===== config.mk =====
export PLATFORM = sky130hd
export DESIGN_NAME = ascii2score_converter
export DESIGN_NICKNAME = d
export VERILOG_FILES = /design/src/rtl/ascii2score_converter.sv
export SDC_FILE = /design/constraint.sdc
export NUM_CORES = 1
export LEC_CHECK = 0
export BUFFER_PORTS_ARGS = -buffer_cell sky130_fd_sc_hd__buf_2
export CORE_ASPECT_RATIO = 0.75
export CORE_MARGIN = 3
export CORE_UTILIZATION = 61
export CTS_BUF_LIST = sky130_fd_sc_hd__clkbuf_4
export CTS_CLUSTER_SIZE = 30
export DETAILED_ROUTE_END_ITERATION = 8
export HOLD_SLACK_MARGIN = 0.02
export PLACE_DENSITY = 0.94
export SLEW_MARGIN = 0
export SYNTH_ARGS = -nofsm -noshare
export SYNTH_HDL_FRONTEND = slang
export SYNTH_SLANG_ARGS = --single-unit

===== constraint.sdc =====
create_clock -name clk -period 5.7 [get_ports clk]
set_clock_uncertainty 0.15 [all_clocks]
set_input_delay 0.57 -clock clk [delete_from_list [all_inputs] [get_ports clk]]
set_output_delay 0.57 -clock clk [all_outputs]
set_load 0.02 [all_outputs]

===== src/rtl/ascii2score_converter.sv =====
// Turns a keyboard/UART character stream into a 0..99 score: up to two digits,
// backspace and escape editing, commit on carriage return, sticky error on bad input.
module ascii2score_converter (
  input  logic       clk,
  input  logic       rst,
  input  logic [6:0] ascii_in,
  input  logic       ascii_valid,
  output logic [6:0] score,
  output logic       score_valid,
  output logic       error,
  output logic [1:0] digits
);

  // state | meaning
  // IDLE  | no digits held
  // ACCUM | one or two digits held (cnt)
  // ERR   | bad char or third digit; waits for CR/ESC
  localparam logic [6:0] TERM_CHAR = 7'h0D;
  localparam logic [6:0] BKSP_CHAR = 7'h08;
  localparam logic [6:0] ESC_CHAR  = 7'h1B;

  typedef enum logic [1:0] {IDLE, ACCUM, ERR} state_t;

  state_t     state;
  logic [3:0] dig_hi;
  logic [3:0] dig_lo;
  logic [1:0] cnt;

  logic       is_digit;
  logic       is_term;
  logic       is_bksp;
  logic       is_esc;
  logic [3:0] digit_val;
  logic [6:0] hi_x10;
  logic [6:0] two_digit;

  assign is_digit  = (ascii_in >= 7'h30) && (ascii_in <= 7'h39);
  assign is_term   = (ascii_in == TERM_CHAR);
  assign is_bksp   = (ascii_in == BKSP_CHAR);
  assign is_esc    = (ascii_in == ESC_CHAR);
  // '0'..'9' are 0x30..0x39, so the low nibble equals ascii_in - 0x30
  assign digit_val = ascii_in[3:0];
  assign hi_x10    = ({3'b000, dig_hi} << 3) + ({3'b000, dig_hi} << 1);
  assign two_digit = hi_x10 + {3'b000, dig_lo};
  assign digits    = cnt;

  always_ff @(posedge clk) begin
    if (rst) begin
      state       <= IDLE;
      dig_hi      <= 4'd0;
      dig_lo      <= 4'd0;
      cnt         <= 2'd0;
      score       <= 7'd0;
      score_valid <= 1'b0;
      error       <= 1'b0;
    end else begin
      score_valid <= 1'b0;
      if (ascii_valid) begin
        case (state)
          IDLE: begin
            if (is_digit) begin
              dig_hi <= digit_val;
              cnt    <= 2'd1;
              state  <= ACCUM;
            end else if (!(is_term || is_bksp || is_esc)) begin
              state <= ERR;
              error <= 1'b1;
            end
          end
          ACCUM: begin
            if (is_digit) begin
              if (cnt == 2'd1) begin
                dig_lo <= digit_val;
                cnt    <= 2'd2;
              end else begin
                cnt   <= 2'd0;
                state <= ERR;
                error <= 1'b1;
              end
            end else if (is_esc) begin
              cnt   <= 2'd0;
              state <= IDLE;
            end else if (is_bksp) begin
              if (cnt == 2'd1) begin
                cnt   <= 2'd0;
                state <= IDLE;
              end else begin
                cnt <= 2'd1;
              end
            end else if (is_term) begin
              score       <= (cnt == 2'd1) ? {3'b000, dig_hi} : two_digit;
              score_valid <= 1'b1;
              cnt         <= 2'd0;
              state       <= IDLE;
            end else begin
              cnt   <= 2'd0;
              state <= ERR;
              error <= 1'b1;
            end
          end
          ERR: begin
            cnt <= 2'd0;
            if (is_term || is_esc) begin
              state <= IDLE;
              error <= 1'b0;
            end
          end
          default: begin
            cnt   <= 2'd0;
            error <= 1'b0;
            state <= IDLE;
          end
        endcase
      end
    end
  end

endmodule


# ---- Yosys cells after proc, flatten, opt, wreduce, memory -nomap -nowiden
# Cells that the tools add are included.
dict set report op_classes {
  n_eq_ne 16
  bitwise_logic 5
  n_addsub 2
  magnitude_cmp 2
  n_reduce_logical 12
  n_mux 28
}
# operator count
set ops {}
lappend ops {{two-way mux 2 bit} 14}
lappend ops {{!= test 3 bit, second input constant} 5}
lappend ops {{== test 7 x 4 -> 1 bit, second input constant} 2}
lappend ops {{two-way mux 1 bit} 10}
lappend ops {{!= test 2 bit, second input constant} 4}
lappend ops {{AND reduction 8 bit} 1}
lappend ops {{adder 7 x 4 -> 7 bit} 1}
lappend ops {{adder 7 x 5 -> 7 bit} 1}
lappend ops {{== test 7 x 5 -> 1 bit, second input constant} 1}
lappend ops {{greater-or-equal comparator 7 x 6 -> 1 bit, second input constant} 1}
lappend ops {{less-or-equal comparator 7 x 6 -> 1 bit, second input constant} 1}
lappend ops {{two-way mux 7 bit} 1}
lappend ops {{one-hot mux 2 bit (3 select lines)} 1}
lappend ops {{AND reduction 6 bit} 1}
lappend ops {{OR reduction 6 bit} 1}
lappend ops {{!= test 5 bit, second input constant} 1}
lappend ops {{NOT 1 bit} 5}
lappend ops {{AND reduction 5 bit} 1}
lappend ops {{== test 2 x 1 -> 1 bit, second input constant} 2}
lappend ops {{one-hot mux 2 bit (2 select lines)} 1}
lappend ops {{AND reduction 4 bit} 1}
lappend ops {{logical OR 1 bit} 3}
lappend ops {{one-hot mux 1 bit (3 select lines)} 1}
lappend ops {{AND reduction 3 bit} 1}
lappend ops {{other kinds (4)} 4}
dict set report word_totals {
  output_inout_bits 11
  ff_bits 21
}

# ---- Logic depth before layout (Yosys ltp)
dict set report depth {
  depth_word 6
  ltp_mapped 9
}

# ---- Worst setup path before layout
# No wires, ideal clock.
dict set report synth_path {
  kind {reg2reg}
  from {reg dig_hi[0]}
  to {reg score[6]}
  path_stages_with_launch 10
  required_ns 5.422
  period_less_slack_ns 2.311
  t_arrival_ns 2.033
  path_slack_ns 3.389
  path_buffers 0
  cell_sequence {dfxtp_1 -> inv_1 -> fa_1 -> inv_1 -> fa_1 -> a21o_1 -> a21oi_1 -> xnor2_1 -> a22oi_1 -> nor2_1}
}
dict set report synth_between {
  elab_chain_cells 3
}
# element line_no
set synth_lines {}
lappend synth_lines {{start: declaration} 25} ;# logic [3:0] dig_hi;
lappend synth_lines {{start signal: assignment} 62} ;# dig_hi <= digit_val;
lappend synth_lines {{adder 7 x 5 -> 7 bit} 43} ;# assign hi_x10 = ({3'b000, dig_hi} << 3) + ({3'b000, dig_hi} << 1);
lappend synth_lines {{adder 7 x 4 -> 7 bit} 44} ;# assign two_digit = hi_x10 + {3'b000, dig_lo};
lappend synth_lines {{two-way mux 7 bit} 91} ;# score <= (cnt == 2'd1) ? {3'b000, dig_hi} : two_digit;
lappend synth_lines {{end signal: assignment} 91}
lappend synth_lines {{end: declaration} 8} ;# output logic [6:0] score,
# Every way passes these cells.
# A chain may end at the register's enable or synchronous reset.

# ---- Worst setup path in the final report
# Ends and elaborated chain as after synthesis.

==> key figures <==
Die
  • Total die area: 2440 µm²
  • Die width: 56.0 µm
  • Die H: 43.5 µm
  • # rows: 12
  • I/O pin total: 21
  • Initial Util: 70.5%
  • Core area: 1620 µm²

Clock network
  • Post CTS Setup Buffer Count: 0
  • CTS hold repair buffers: 0
  • Clock Latency Late Sink: 0.32 ns
  • CTS-repair resized insts: 0
  • Clock root cell: clkbuf_4
  • H-tree Lvls: 1
  • Clock sinks: 21
  • TritonCTS clock tree: yes
  • CTS buffer count: 3
  • Clock buffer depth: 2
  • Clk slew on worst S/H paths: 0.12 ns

Critical path
  • CP Launch Point: dig_hi[0]$_SDFFE_PP0P_
  • Critical Path Sink Type: flop
  • CP Max Fanout: 4
  • WP data required: 5.77 ns
  • WS Path Type: flop to flop
  • Reg2reg start: dig_hi[0]$_SDFFE_PP0P_
  • Crit path launch type: flop
  • Crit path DAT: 2.58 ns

Yosys
  • Area of the mapped netlist: 1140 µm²
  • Number of synthesized register bits: 21
  • Top cells by area, synth: dfxtp_1 37%, mux2i_1 11%, nor2_1 7.9%, ha_1 7.7%, a21oi_1 5.3%
  • Yosys top cell area share: 36.8%
  • Cell taking the most area after synthesis: dfxtp_1
  • Syn Area/Cell: 8.93 µm²
  • Unique masters post-synth: 34
  • Sequential area share after synthesis: 36.8%
  • YS warnings: 0
  • Post-Syn Instances: 128
  • Syn_nets: 147

STA
  • Final Cycle Share: 44.0%
  • Crit path time final: 2.51 ns
  • Setup TNS: 0 ns
  • Final slew viol count: 0
  • Relative slew slack: 47.5%
  • Final worst slack: 3.19 ns
  • RSZ-0062 raised after global routing: false
  • Slew at the pin closest to its max-slew limit: 0.786 ns
  • Fin Hold WS: 0.342 ns
  • Fin. Hold Viols: 0
  • Fmax: 398 MHz
  • Setup violations, final: 0

Placed design
  • Area after DPL: 1240 µm²
  • Placed Instances: 164
  • Port Buf Inserts: 20
  • Hpwl dp: 1950 µm
  • GPL Wtd Cong: 0.837
  • Pre-CTS setup slack: 3.22 ns

Layout
  • Core Util, Final: 78.2%
  • Fin cells: 168
  • FF/Latch Area: 420 µm²
  • Diode count: 0
  • Fillers: 123
  • Fraction of layout cells with a size suffix above 1: 17.0%
  • Area Overhead vs Synth: 10.9%
  • Multi-input combinational cell area: 668 µm²
  • Commonest non-fill, non-tap cells in the layout: 24 x nor2_1, 21 x dfxtp_1, 20 x buf_2
  • Final net count: 167
  • Design Area, Final: 1270 µm²
  • Most common cell after layout, fill and taps aside: nor2_1

Worst hold path
  • Worst min path class: flop to flop
  • Worst Hold Launch: digits[0]$_SDFFE_PP0P_

Pwr
  • Max rail drop VDD: 0.199 mV
  • Tot Pwr: 0.257 mW
  • Pwr per Cell Area: 203 nW/µm²
  • Leak Pwr: 0.627 nW

Detailed routing
  • DR vias: 1029
  • Top layer in use: met4
  • Met3 WL: 191 µm
  • DR pass1 iterations: 4
  • Vias per inst: 6.13
  • Met2 WL: 1130 µm
  • Final ANT Viol Nets: 0
  • WL final: 2580 µm
  • M1 wire length: 1180 µm
  • DRC viols: 0
  • Initial DRC Count: 33
  • DR WL/cell: 15.4 µm

GRT
  • GR Util All Layers: 23.4%
  • Vias in the first global route: 1006
  • Total gr overflow: 0
  • First-pass GRT wire length: 4460 µm
  • Largest net degree at the start of global routing: 22
  • Initial antenna violation count: 0

Outcome
  • Outcome: finished clean

Flow run
  • Max-Cap Viols: 0
## sequential cells by signal (all words and copies together), names as in the netlist
register,cells
score,7
dig_hi,4
dig_lo,4
score_valid,1
digits,2
state,2
error,1
## where the power goes
| group | total [mW] | internal [mW] | switching [mW] | leakage [nW] |
|---|---|---|---|---|
| Sequential | 0.152 | 0.149 | 0.00273 | 0.170 |
| Clock | 0.0760 | 0.0264 | 0.0496 | 0.0177 |
| Combinational | 0.0290 | 0.0117 | 0.0173 | 0.439 |
## cells by family (layout without fill, tap and decap cells)
group / count (synthesis) / in the layout / synth area share, %
buffers and inverters: 12 / 31 / 4.81
XOR/XNOR: 3 / 3 / 2.30
adder cells (fa/ha/maj): 9 / 9 / 11.2
flip-flops: 21 / 21 / 36.8
multiplexers: 12 / 12 / 10.5
AO/OA/AOI/OAI: 25 / 25 / 13.8
AND/OR/NAND/NOR: 46 / 46 / 20.7
## metal layers
metal | vias up | global-route usage, %
met1 | 474 | 29.1
met4 | 0 | 10.9
li1 | 495 | -
met3 | 11 | 6.55
met2 | 49 | 38.2
met5 | - | 0
## worst paths after layout
kind | endpoint | slack, ns | depth (start not counted)
max | score[6]$_SDFFE_PP0P_ | 3.19 | 9
min | digits[0]$_SDFFE_PP0P_ | 0.34 | 2
min reg2reg | digits[0]$_SDFFE_PP0P_ | 0.34 | 2
max reg2reg | score[6]$_SDFFE_PP0P_ | 3.19 | 9
## layout make-up
class                      instances  area share, %
multi-input combinational         95           52.7
sequential                        21           33.1
timing repair buffer              20           7.89
inverter                           7           2.07
tap                               21           2.07
clock buffer                       3           1.78
clock inverter                     1          0.394
## cells in the mapped netlist
library cell	count
xnor2_1	3
clkbuf_1	2
nor2_1	24
o21ai_0	1
mux2i_1	12
fa_1	2
a31oi_1	1
and2_1	1
nor4b_1	1
or3b_4	1
a221oi_1	1
nand4bb_1	1
a21o_1	3
a2111oi_0	1
or4_1	4
buf_2	2
nand2b_1	2
a21oi_1	12
ha_1	7
nand4b_1	1
a41oi_1	1
buf_6	1
a22oi_1	2
o21a_1	1
nand2_1	4
nand3_1	2
and3b_1	1
o21bai_1	1
nor2b_1	2
o211ai_1	1
nor3_1	1
inv_1	7
nand4_1	1
dfxtp_1	21
## critical path: stages (launching register included)
cell     delay [ns]
dfxtp_1        0.40
inv_1          0.08
fa_1           0.56
inv_1          0.08
fa_1           0.47
a21o_1         0.19
a21oi_1        0.17
xnor2_1        0.08
a22oi_1        0.15
nor2_1         0.06
Note: power is estimated with default switching activity, not from simulation.
